--- src/rtl/flag_unit.sv ---
// flag_unit: keeps the processor status register (PSR) and decides branch conditions.
//
// The PSR holds {N,Z,F,L,C} and is loaded from the ALU flags under a per-flag mask.
// The 16 CR16-style condition codes are tested against the "effective" flags.
// The effective flags are the PSR plus any write happening in the same cycle.
// A compare can therefore be followed directly by a branch without a stall.
// The decision is registered and returned over a valid/ready handshake.
//
// Ports:
//   clk, rst        clock, asynchronous active-high reset
//   alu_flags       {N,Z,F,L,C} from the ALU
//   flag_wr_valid   capture masked alu_flags this cycle
//   flag_wr_mask    per-flag update enable (same bit order)
//   cond_req_valid  evaluation request; cond_code is sampled on the handshake
//   cond_req_ready  request can be accepted
//   cond_code       condition code, 0..15
//   cond_rsp_valid  decision available
//   cond_rsp_ready  consumer accepts the decision
//   cond_taken      registered decision
//   scond_result    zero-extended cond_taken for Scond writeback
//   psr_flags       current PSR contents
//   psr_wr_en       (FLAG_UNIT_PSR_WRITE_EN only) direct unmasked PSR load, wins over flag_wr_valid
//   psr_wr_data     (FLAG_UNIT_PSR_WRITE_EN only) value for the direct load
//
// Optional feature macro: FLAG_UNIT_PSR_WRITE_EN

module flag_unit #(
    parameter int unsigned WIDTH_DATA  = 16,
    parameter int unsigned WIDTH_COND  = 4,
    parameter int unsigned WIDTH_FLAGS = 5
) (
    input  logic                   clk,
    input  logic                   rst,
    input  logic [WIDTH_FLAGS-1:0] alu_flags,
    input  logic                   flag_wr_valid,
    input  logic [WIDTH_FLAGS-1:0] flag_wr_mask,
    input  logic                   cond_req_valid,
    output logic                   cond_req_ready,
    input  logic [WIDTH_COND-1:0]  cond_code,
    output logic                   cond_rsp_valid,
    input  logic                   cond_rsp_ready,
    output logic                   cond_taken,
    output logic [WIDTH_DATA-1:0]  scond_result,
`ifdef FLAG_UNIT_PSR_WRITE_EN
    input  logic                   psr_wr_en,
    input  logic [WIDTH_FLAGS-1:0] psr_wr_data,
`endif
    output logic [WIDTH_FLAGS-1:0] psr_flags
);

    // Flag bit positions in the PSR.
    localparam int unsigned FlagC = 0;
    localparam int unsigned FlagL = 1;
    localparam int unsigned FlagF = 2;
    localparam int unsigned FlagZ = 3;
    localparam int unsigned FlagN = 4;

    typedef enum logic [0:0] {StIdle, StResp} state_e;

    state_e                 state_q;
    logic [WIDTH_FLAGS-1:0] psr_q;
    logic [WIDTH_FLAGS-1:0] psr_d;
    logic                   taken_q;
    logic                   cond_true;
    logic                   req_accept;

    // Next PSR value. It also serves as the bypass for same-cycle condition evaluation.
    always_comb begin
        psr_d = psr_q;
`ifdef FLAG_UNIT_PSR_WRITE_EN
        if (psr_wr_en) begin
            psr_d = psr_wr_data;
        end else if (flag_wr_valid) begin
            psr_d = (psr_q & ~flag_wr_mask) | (alu_flags & flag_wr_mask);
        end
`else
        if (flag_wr_valid) begin
            psr_d = (psr_q & ~flag_wr_mask) | (alu_flags & flag_wr_mask);
        end
`endif
    end

    always_ff @(posedge clk or posedge rst) begin
        if (rst) begin
            psr_q <= '0;
        end else begin
            psr_q <= psr_d;
        end
    end

    // Condition table, evaluated on the effective (bypassed) flags.
    always_comb begin
        cond_true = 1'b0;
        case (cond_code)
            4'd0:    cond_true = psr_d[FlagZ];
            4'd1:    cond_true = !psr_d[FlagZ];
            4'd2:    cond_true = psr_d[FlagC];
            4'd3:    cond_true = !psr_d[FlagC];
            4'd4:    cond_true = psr_d[FlagL];
            4'd5:    cond_true = !psr_d[FlagL];
            4'd6:    cond_true = psr_d[FlagN];
            4'd7:    cond_true = !psr_d[FlagN];
            4'd8:    cond_true = psr_d[FlagF];
            4'd9:    cond_true = !psr_d[FlagF];
            4'd10:   cond_true = !psr_d[FlagL] && !psr_d[FlagZ];
            4'd11:   cond_true = psr_d[FlagL] || psr_d[FlagZ];
            4'd12:   cond_true = !psr_d[FlagN] && !psr_d[FlagZ];
            4'd13:   cond_true = psr_d[FlagN] || psr_d[FlagZ];
            4'd14:   cond_true = 1'b1;
            default: cond_true = 1'b0;
        endcase
    end

    // In RESP a new request is only taken when the current response is consumed.
    // This allows back-to-back decisions without a bubble.
    assign cond_req_ready = (state_q == StIdle) ? 1'b1 : cond_rsp_ready;
    assign req_accept     = cond_req_valid && cond_req_ready;

    always_ff @(posedge clk or posedge rst) begin
        if (rst) begin
            state_q <= StIdle;
            taken_q <= 1'b0;
        end else begin
            if (req_accept) begin
                state_q <= StResp;
                taken_q <= cond_true;
            end else if (state_q == StResp && cond_rsp_ready) begin
                state_q <= StIdle;
            end
        end
    end

    assign cond_rsp_valid = (state_q == StResp);
    assign cond_taken     = taken_q;
    assign scond_result   = {{(WIDTH_DATA-1){1'b0}}, taken_q};
    assign psr_flags      = psr_q;

endmodule

--- config.mk ---
export PLATFORM = sky130hd
export DESIGN_NAME = flag_unit
export DESIGN_NICKNAME = d
export VERILOG_FILES = /design/src/rtl/flag_unit.sv
export SDC_FILE = /design/constraint.sdc
export NUM_CORES = 1
export LEC_CHECK = 0
export ABC_AREA = 0
export CORE_MARGIN = 2
export CORE_UTILIZATION = 33
export CTS_BUF_LIST = sky130_fd_sc_hd__clkbuf_4
export CTS_CLUSTER_SIZE = 14
export DETAILED_ROUTE_END_ITERATION = 8
export PLACE_DENSITY = 0.74
export SLEW_MARGIN = 20
export SYNTH_ARGS = -nofsm -noshare
export SYNTH_HDL_FRONTEND = slang
export SYNTH_SLANG_ARGS = --single-unit
--- constraint.sdc ---
create_clock -name clk -period 1.45 [get_ports clk]
set_input_delay 0.2175 -clock clk [delete_from_list [all_inputs] [get_ports clk]]
set_output_delay 0.2175 -clock clk [all_outputs]
set_load 0.01 [all_outputs]
Yosys cells after proc, flatten, opt, wreduce, memory -nomap -nowiden
Cells that the tools add are included.
{"block": "word_totals", "latchBits": 0, "wordCells": 39, "register_bits": 7, "inputBits": 19, "mem_bits_ro": 0, "n_memories": 0, "mem_bits_rw": 0}
{"block": "classes", "n_addsub": 0, "multipliers": 0, "eq_ne": 14, "bitwise_logic": 4, "n_shift": 0, "n_reduce_logical": 13, "mux": 5, "n_lt_le_gt_ge": 0, "n_div": 0}
{"operator": "== test 4 bit (second input constant)", "n": 7}
{"operator": "== test 4 x 3 -> 1 bit (second input constant)", "n": 4}
{"operator": "case mux 1 bit (15 select lines)", "n": 1}
{"operator": "AND 5 bit", "n": 2}
{"operator": "== test 4 x 2 -> 1 bit (second input constant)", "n": 2}
{"operator": "logical NOT 1 bit", "n": 5}
{"operator": "two-way mux 5 bit", "n": 1}
{"operator": "inverter 5 bit", "n": 1}
{"operator": "OR 5 bit", "n": 1}
{"operator": "== test 4 x 1 -> 1 bit (second input constant)", "n": 1}
{"operator": "logical AND 1 bit", "n": 4}
{"operator": "logical NOT 4 bit", "n": 1}
{"operator": "two-way mux 1 bit", "n": 3}
{"operator": "logical OR 1 bit", "n": 2}
{"operator": "nonzero test 2 bit", "n": 1}

Longest topological paths before layout
Gate-level depths: netlist (run 1).
{"block": "depth", "depth_word": 7, "depth_mapped": 6, "depth_no_buf": 5}

Least setup slack after synthesis (run 1)
Ideal clock, no wire load.
{"block": "synth_timing", "kind": "register to register", "start": "reg psr_q[4], in the netlist psr_flags[4]", "end": "reg taken_q, in the netlist cond_taken", "arrival_time_ns": 1.308, "stages_incl_launch_ff": 6, "t_required_ns": 1.314, "synth_period_minus_slack_ns": 1.445, "slack_ns": 0.005, "path_buffers": 0, "path_cell_list": "dfrtp_1 > a21bo_2 > and3_1 > a31o_2 > a221oi_1 > a31oi_1"}
{"block": "synth_via", "elab_chain_cells": 6, "elab_cells_between_ends": 7}
{"element": "from (decl)", "line": "61", "rtl": "logic [WIDTH_FLAGS-1:0] psr_q;"}
{"element": "from (signal assigned)", "line": "87", "rtl": "psr_q <= psr_d;"}
{"element": "AND 5 bit", "line": "78", "rtl": "psr_d = (psr_q & ~flag_wr_mask) | (alu_flags & flag_wr_mask);"}
{"element": "OR 5 bit", "line": "78"}
{"element": "two-way mux 5 bit *", "line": "77", "rtl": "if (flag_wr_valid) begin"}
{"element": "logical NOT 1 bit", "line": "102, 107"}
{"element": "logical AND 1 bit", "line": "107", "rtl": "4'd12: cond_true = !psr_d[FlagN] && !psr_d[FlagZ];"}
{"element": "case mux 1 bit (15 select lines) *", "line": "94", "rtl": "case (cond_code)"}
{"element": "to (signal assigned)", "line": "126", "rtl": "taken_q <= cond_true;"}
{"element": "to (decl)", "line": "63", "rtl": "logic taken_q;"}
Mark *: on every way between the ends. The rest lies on a longest branch, timed or not.
A chain may end at the register's enable or synchronous reset.

Worst setup path in the final report (run 1)
{"block": "layout_timing", "start": "reg psr_q[2], in the netlist psr_flags[2]", "end": "reg taken_q, in the netlist cond_taken"}
{"block": "layout_via", "elab_chain_cells": 5}
{"element": "AND 5 bit", "line": "78"}
{"element": "OR 5 bit", "line": "78"}
{"element": "two-way mux 5 bit *", "line": "77"}
{"element": "net psr_d[2]", "line": "62", "rtl": "logic [WIDTH_FLAGS-1:0] psr_d;"}
{"element": "logical NOT 1 bit", "line": "104", "rtl": "4'd9: cond_true = !psr_d[FlagF];"}
{"element": "case mux 1 bit (15 select lines) *", "line": "94"}
The timed path passes the listed nets; every way through them passes the cells marked *.

==> impl_results.md, run 1 <==
* Commonest non-fill, non-tap cell in the layout: clkdlybuf4s50_1
* Biggest area consumer among synthesized cells: dfrtp_1
* Total Routing Usage GR at 0.142
* Area growth, synth to finish at 59.5%
* Most frequent cells in the layout: clkdlybuf4s50_1, conb_1, buf_4, dfrtp_1, dlymetal6s2s_1
* RSZ-0062 raised after global routing: yes
* GP Congestion at 0.889
* Total grt overflow at 0
* Clk root buf: clkbuf_4
* Routed WL at 1530 µm
* CTS tree: done
* Total Power at 751 µW
* First-pass GRT wire length at 2150 µm
* Worst-path clk slew at 0.06 ns
* Die ar. at 2310 µm²
* Largest net degree at the start of global routing at 8
* Row Count at 15
* Port bufs at 27
* Mean Syn Cell Area at 8.76 µm²
* Post-synth EDFFs at 0
* Crit-path slowest cell: or3b_1
* Setup Slack @ Placement at -0.538 ns
* Crit path time final at 1.47 ns
* Later-pin clock latency in the skew report at 0.26 ns
* Crit path cell chain: mux2_4 > or3b_1 > a31o_1 > a31oi_1
* CP Data Required Time at 1.63 ns
* Leak at 0.538 nW
* Synth Cell Area at 639 µm²
* Clock skew at 0.00461 ns
* WP data arrival at 1.65 ns
* Slew Viols, Final at 0
* Die height at 48.0 µm
* Antenna violations before repair at 0
* Seq/Total Area, Yosys at 0.274
* H-tree depth at 1
* Post-synth top area share at 0.274
* Routed Antenna Nets at 0
* Achievable Freq at 680 MHz
* N_diodes at 0
* DR vias at 637
* Wirelength per Cell at 11.1 µm
* Setup-failing EPs final at 1
* Post-CTS Hold Buffers at 0
* Clock sink count at 7
* Final-report hold violation count at 0
* CTS Buf Count at 3
* Fin crit share at 1.01
* Synth async-reset ratio at 1.00
* Final worst slack at -0.0205 ns
* IO Pins at 43
* Max Fanout on Critical Path at 2
* Hold Path Class: in -> async
* DR iter-0 viols at 14
* Share of cells above drive strength 1 at 0.274
* Core Area at 1780 µm²
* Die X-Extent at 48.0 µm
* Worst setup EP type: flop
* CP max stage delay at 0.38 ns
* Flops & latches, synth at 7
* Clk buf depth at 2
* Top area cells in the synthesized netlist: dfrtp_1, buf_4, nor3b_1
* Power Density at 736 nW/µm²
* Post-DP HPWL at 1250 µm
* Reg2reg path depth at 4
* Library cells used by synthesis at 32
* TritonRoute pass-1 iters at 4
* Via-per-instance ratio at 4.62
* DRC at 0
* Worst R2R Setup Slack at -0.02 ns
* Vias in the first global route at 545
* Max-cap viol count at 0
* Primary FF master, synth: dfrtp_1
* Violated checks: negative setup slack
* Starting density of the core at 0.359
* Warnings from Yosys at 0
* Status: finished with violations
* Worst Hold Slack at 0.197 ns
* Setup CP Type: reg -> reg
* Post-Syn Instances at 73
* Startpoint types: flop
* VDD IR-drop max at 323 µV
* Nets at 133
==> path summary, 6_finish.rpt <==
path                               from            to
max reg2reg                psr_flags[2]    cond_taken
min reg2reg                psr_flags[0]  psr_flags[0]
min in group clk           alu_flags[2]  psr_flags[2]
max                        psr_flags[2]    cond_taken
min                                 rst  psr_flags[2]
max in group asynchronous           rst  psr_flags[1]
==> where the power goes <==
| part | total, mW | switching, mW | leakage (nW) | internal (mW) |
|---|---|---|---|---|
| Sequential | 0.238 | 0.0159 | 0.0828 | 0.222 |
| Clock | 0.204 | 0.0797 | 0.0184 | 0.124 |
| Combinational | 0.309 | 0.129 | 0.437 | 0.180 |
| Total | 0.751 | 0.225 | 0.538 | 0.526 |
==> logic make-up after synthesis <==
kind of cell | Yosys count | synth area share
and+or+nand+nor | 26 | 0.249
buffers and inverters | 20 | 0.223
other | 1 | 0.00587
AOI/OAI and AO/OA | 15 | 0.176
DFF | 7 | 0.274
muxes | 4 | 0.0724
==> critical path, delay by kind of cell (launching register included) <==
family / cells / cell delay (ns)
simple gates: 1 / 0.38
compound gates: 2 / 0.38
flops: 1 / 0.37
mux: 1 / 0.27
==> sequential cells by signal, summed over array words and instances, names as in the netlist <==
| signal | cells |
|---|---|
| cond_taken | 1 |
| psr_flags | 5 |
| cond_rsp_valid | 1 |
==> through the flow <==
stage	cells	util	instance area, µm²	TNS, ns
after CTS	138	0.549	980	-0.124
final	138	0.572	1020	-0.0205
after global placement	133	0.530	945	-0.646
after detailed placement	133	0.530	945	-0.711
after floorplan	87	-	692	0
after global routing	138	0.572	1020	-0.0613
==> layout make-up <==
cell class                 instances  area, µm²
clock buffer                       4       30.0
timing repair buffer              39        377
inverter                           3       11.3
fill                             169        763
sequential                         7        175
tap                               25       31.3
multi-input combinational         60        395
==> cells in the mapped netlist (2+ instances only) <==
cell type  count
inv_1          3
a21bo_2        2
a21oi_1        3
nand2_1        5
o31ai_1        2
mux2i_1        2
nand3_1        5
nor3b_1        4
and3_2         2
nand2b_1       2
buf_4         16
dfrtp_1        7
==> repair_timing <==
item / 4_1_cts / 5_1_grt
endpoints found under the setup margin: 2 / 1
resized for setup: 2 / 14
pin swaps: 2 / 6
buffers inserted: 1 / 0
==> per-layer routing <==
layer  vias to the layer above  wire [µm]  track usage
li1                        309          -            -
met3                         5        107       0.0226
met5                         -          0            0
met2                        41        747        0.240
met1                       282        637        0.162
met4                         0         42       0.0973
Note: power is estimated with default switching activity, not from simulation.
==> run 2: changes to the inputs <==
--- a/config.mk
+++ b/config.mk
@@ -11,7 +11,7 @@
 export CTS_BUF_LIST = sky130_fd_sc_hd__clkbuf_4
 export CTS_CLUSTER_SIZE = 14
 export DETAILED_ROUTE_END_ITERATION = 8
-export PLACE_DENSITY = 0.74
+export PLACE_DENSITY = 0.87
 export SLEW_MARGIN = 20
 export SYNTH_ARGS = -nofsm -noshare
 export SYNTH_HDL_FRONTEND = slang
==> run 2 against run 1 <==
  * The run still ends with negative setup slack left
  * Clock skew is 0.0032 ns lower
  * First-iteration DRC count is 86% lower
  * Sequential power hardly changed
  * Critical endpoint unchanged
==> impl_results.md, run 2 (synthesis gave the netlist of run 1 again) <==
* Status: finished with violations
* Violated checks: negative setup slack
* Clock sink count at 7 (unchanged)
* TritonRoute pass-1 iters at 2 (-2)
* CP Data Required Time at 1.62 ns (about the same)
* DR vias at 636 (-0.16%)
* Worst setup EP type: flop
* Max reg flops at 5 (unchanged)
* Power Density at 724 nW/µm² (-1.7%)
* DRC at 0 (unchanged)
* Max-cap viol count at 0 (unchanged)
* Setup-failing EPs final at 1 (unchanged)
* RSZ-0062 raised after global routing: yes
* Fin util at 0.591 (+0.0189)
* Worst-path clk slew at 0.05 ns (about the same)
* Placed standard-cell area at 952 µm² (+0.79%)
* Crit path time final at 1.46 ns (-0.0133 ns)
* Core Area at 1780 µm² (unchanged)
* Total Power at 763 µW (+1.6%)
* Crit-path slowest cell: clkdlybuf4s50_1
* H-tree depth at 1 (unchanged)
* Startpoint types: input port
* Finished layout cell area at 1050 µm² (+3.3%)
* DR iter-0 viols at 2 (-12)
* Later-pin clock latency in the skew report at 0.26 ns (about the same)
* IO Pins at 43 (unchanged)
* Clk buf depth at 2 (unchanged)
* Clock skew at 0.00142 ns (-0.00319 ns)
* Die X-Extent at 48.0 µm (unchanged)
* Total grt overflow at 0 (unchanged)
* CP max stage delay at 0.41 ns (+0.03 ns)
* Total Routing Usage GR at 0.138 (-0.00361)
* Area growth, synth to finish at 64.8%
* Share of cells above drive strength 1 at 0.301 (+0.0265)
* Slew Viols, Final at 0 (unchanged)
* Fin crit share at 1.00 (-0.00919)
* Reg2reg path depth at 5 (+1)
* CTS Buf Count at 3 (unchanged)
* Setup Slack @ Placement at -0.538 ns (-0.000380 ns)
* Final-report hold violation count at 0 (unchanged)
* Die ar. at 2310 µm² (unchanged)
* VDD IR-drop max at 336 µV (+4.2%)
* CTS tree: done
* GP Congestion at 0.826 (-7.2%)
* N_diodes at 0 (unchanged)
* Port bufs at 27 (unchanged)
* Via-per-instance ratio at 4.61 (-0.16%)
* Die height at 48.0 µm (unchanged)
* Nets at 133 (unchanged)
* Most frequent cells in the layout: clkdlybuf4s50_1, conb_1, buf_4, dfrtp_1, dlymetal6s2s_1
* CP delay by family, top: buffers and inverters
* Clk root buf: clkbuf_4
* Routed WL at 1650 µm (+7.3%)
* Largest net degree at the start of global routing at 8 (unchanged)
* Post-DP HPWL at 1270 µm (+1.3%)
* Hold Path Class: in -> async
* Achievable Freq at 686 MHz (+0.91%)
* Wirelength per Cell at 11.9 µm (+7.3%)
* Starting density of the core at 0.359 (unchanged)
* Crit path cell chain: clkdlybuf4s50_1 > mux2_4 > or3b_1 > a31o_1 > a31oi_1
* Max Fanout on Critical Path at 2 (unchanged)
* Commonest non-fill, non-tap cell in the layout: clkdlybuf4s50_1
* Row Count at 15 (unchanged)
* WP depth at 5 (+1)
* CP Buf/Inv Count at 1 (+1)
* Routed Antenna Nets at 0 (unchanged)
* Setup Buffers After CTS at 0 (-1)
* Antenna violations before repair at 0 (unchanged)
* Setup CP Type: in -> reg
* Worst Hold Slack at 0.193 ns (-0.00409 ns)
* Final worst slack at -0.00717 ns (+0.0133 ns)
* Vias in the first global route at 539 (-1.1%)
* Leak at 0.551 nW (+2.5%)
* WP data arrival at 1.63 ns (-0.02 ns)
* First-pass GRT wire length at 2140 µm (-0.28%)
==> run 2: final cells by class <==
type	instances	area [µm²]
Clock buffer	4	30.0
Sequential cell	7	175
Fill cell	145	729
Tap cell	25	31.3
Multi-Input combinational cell	60	432
Inverter	3	11.3
Timing Repair Buffer	39	374
==> run 2: what timing repair did <==
item | in CTS | in global routing
hold buffers | 0 | 0
setup endpoints to repair | 2 | 1
cloned | 0 | 0
pin swaps | 3 | 4
resized for setup | 6 | 17
==> run 2: through the flow <==
stage / setup TNS, ns / cells
after global routing: -0.0715 / 138
final: -0.00717 / 138
after global placement: -0.615 / 134
after CTS: -0.0733 / 138
after floorplan: 0 / 87
after detailed placement: -0.735 / 134
==> run 2: final timing paths <==
check	endpoint	slack (ns)	start
max	cond_taken	-0.007	alu_flags[2]
min	psr_flags[3]	0.19	rst
max reg2reg	cond_taken	0	psr_flags[4]
min reg2reg	psr_flags[0]	0.53	psr_flags[0]
max in group asynchronous	cond_taken	1.05	rst
min in group clk	psr_flags[0]	0.36	flag_wr_mask[0]
==> run 2: metal layers <==
metal | vias to the layer above | wire length [µm] | global-route usage
li1 | 308 | - | -
met1 | 289 | 653 | 0.156
met2 | 33 | 849 | 0.243
met3 | 6 | 87 | 0.0113
met4 | 0 | 57 | 0.0973
met5 | - | 0 | 0
==> run 2: power by group <==
group	internal [mW]	switching, mW
combinational	0.186	0.141
sequential	0.222	0.0163
clock	0.124	0.0730
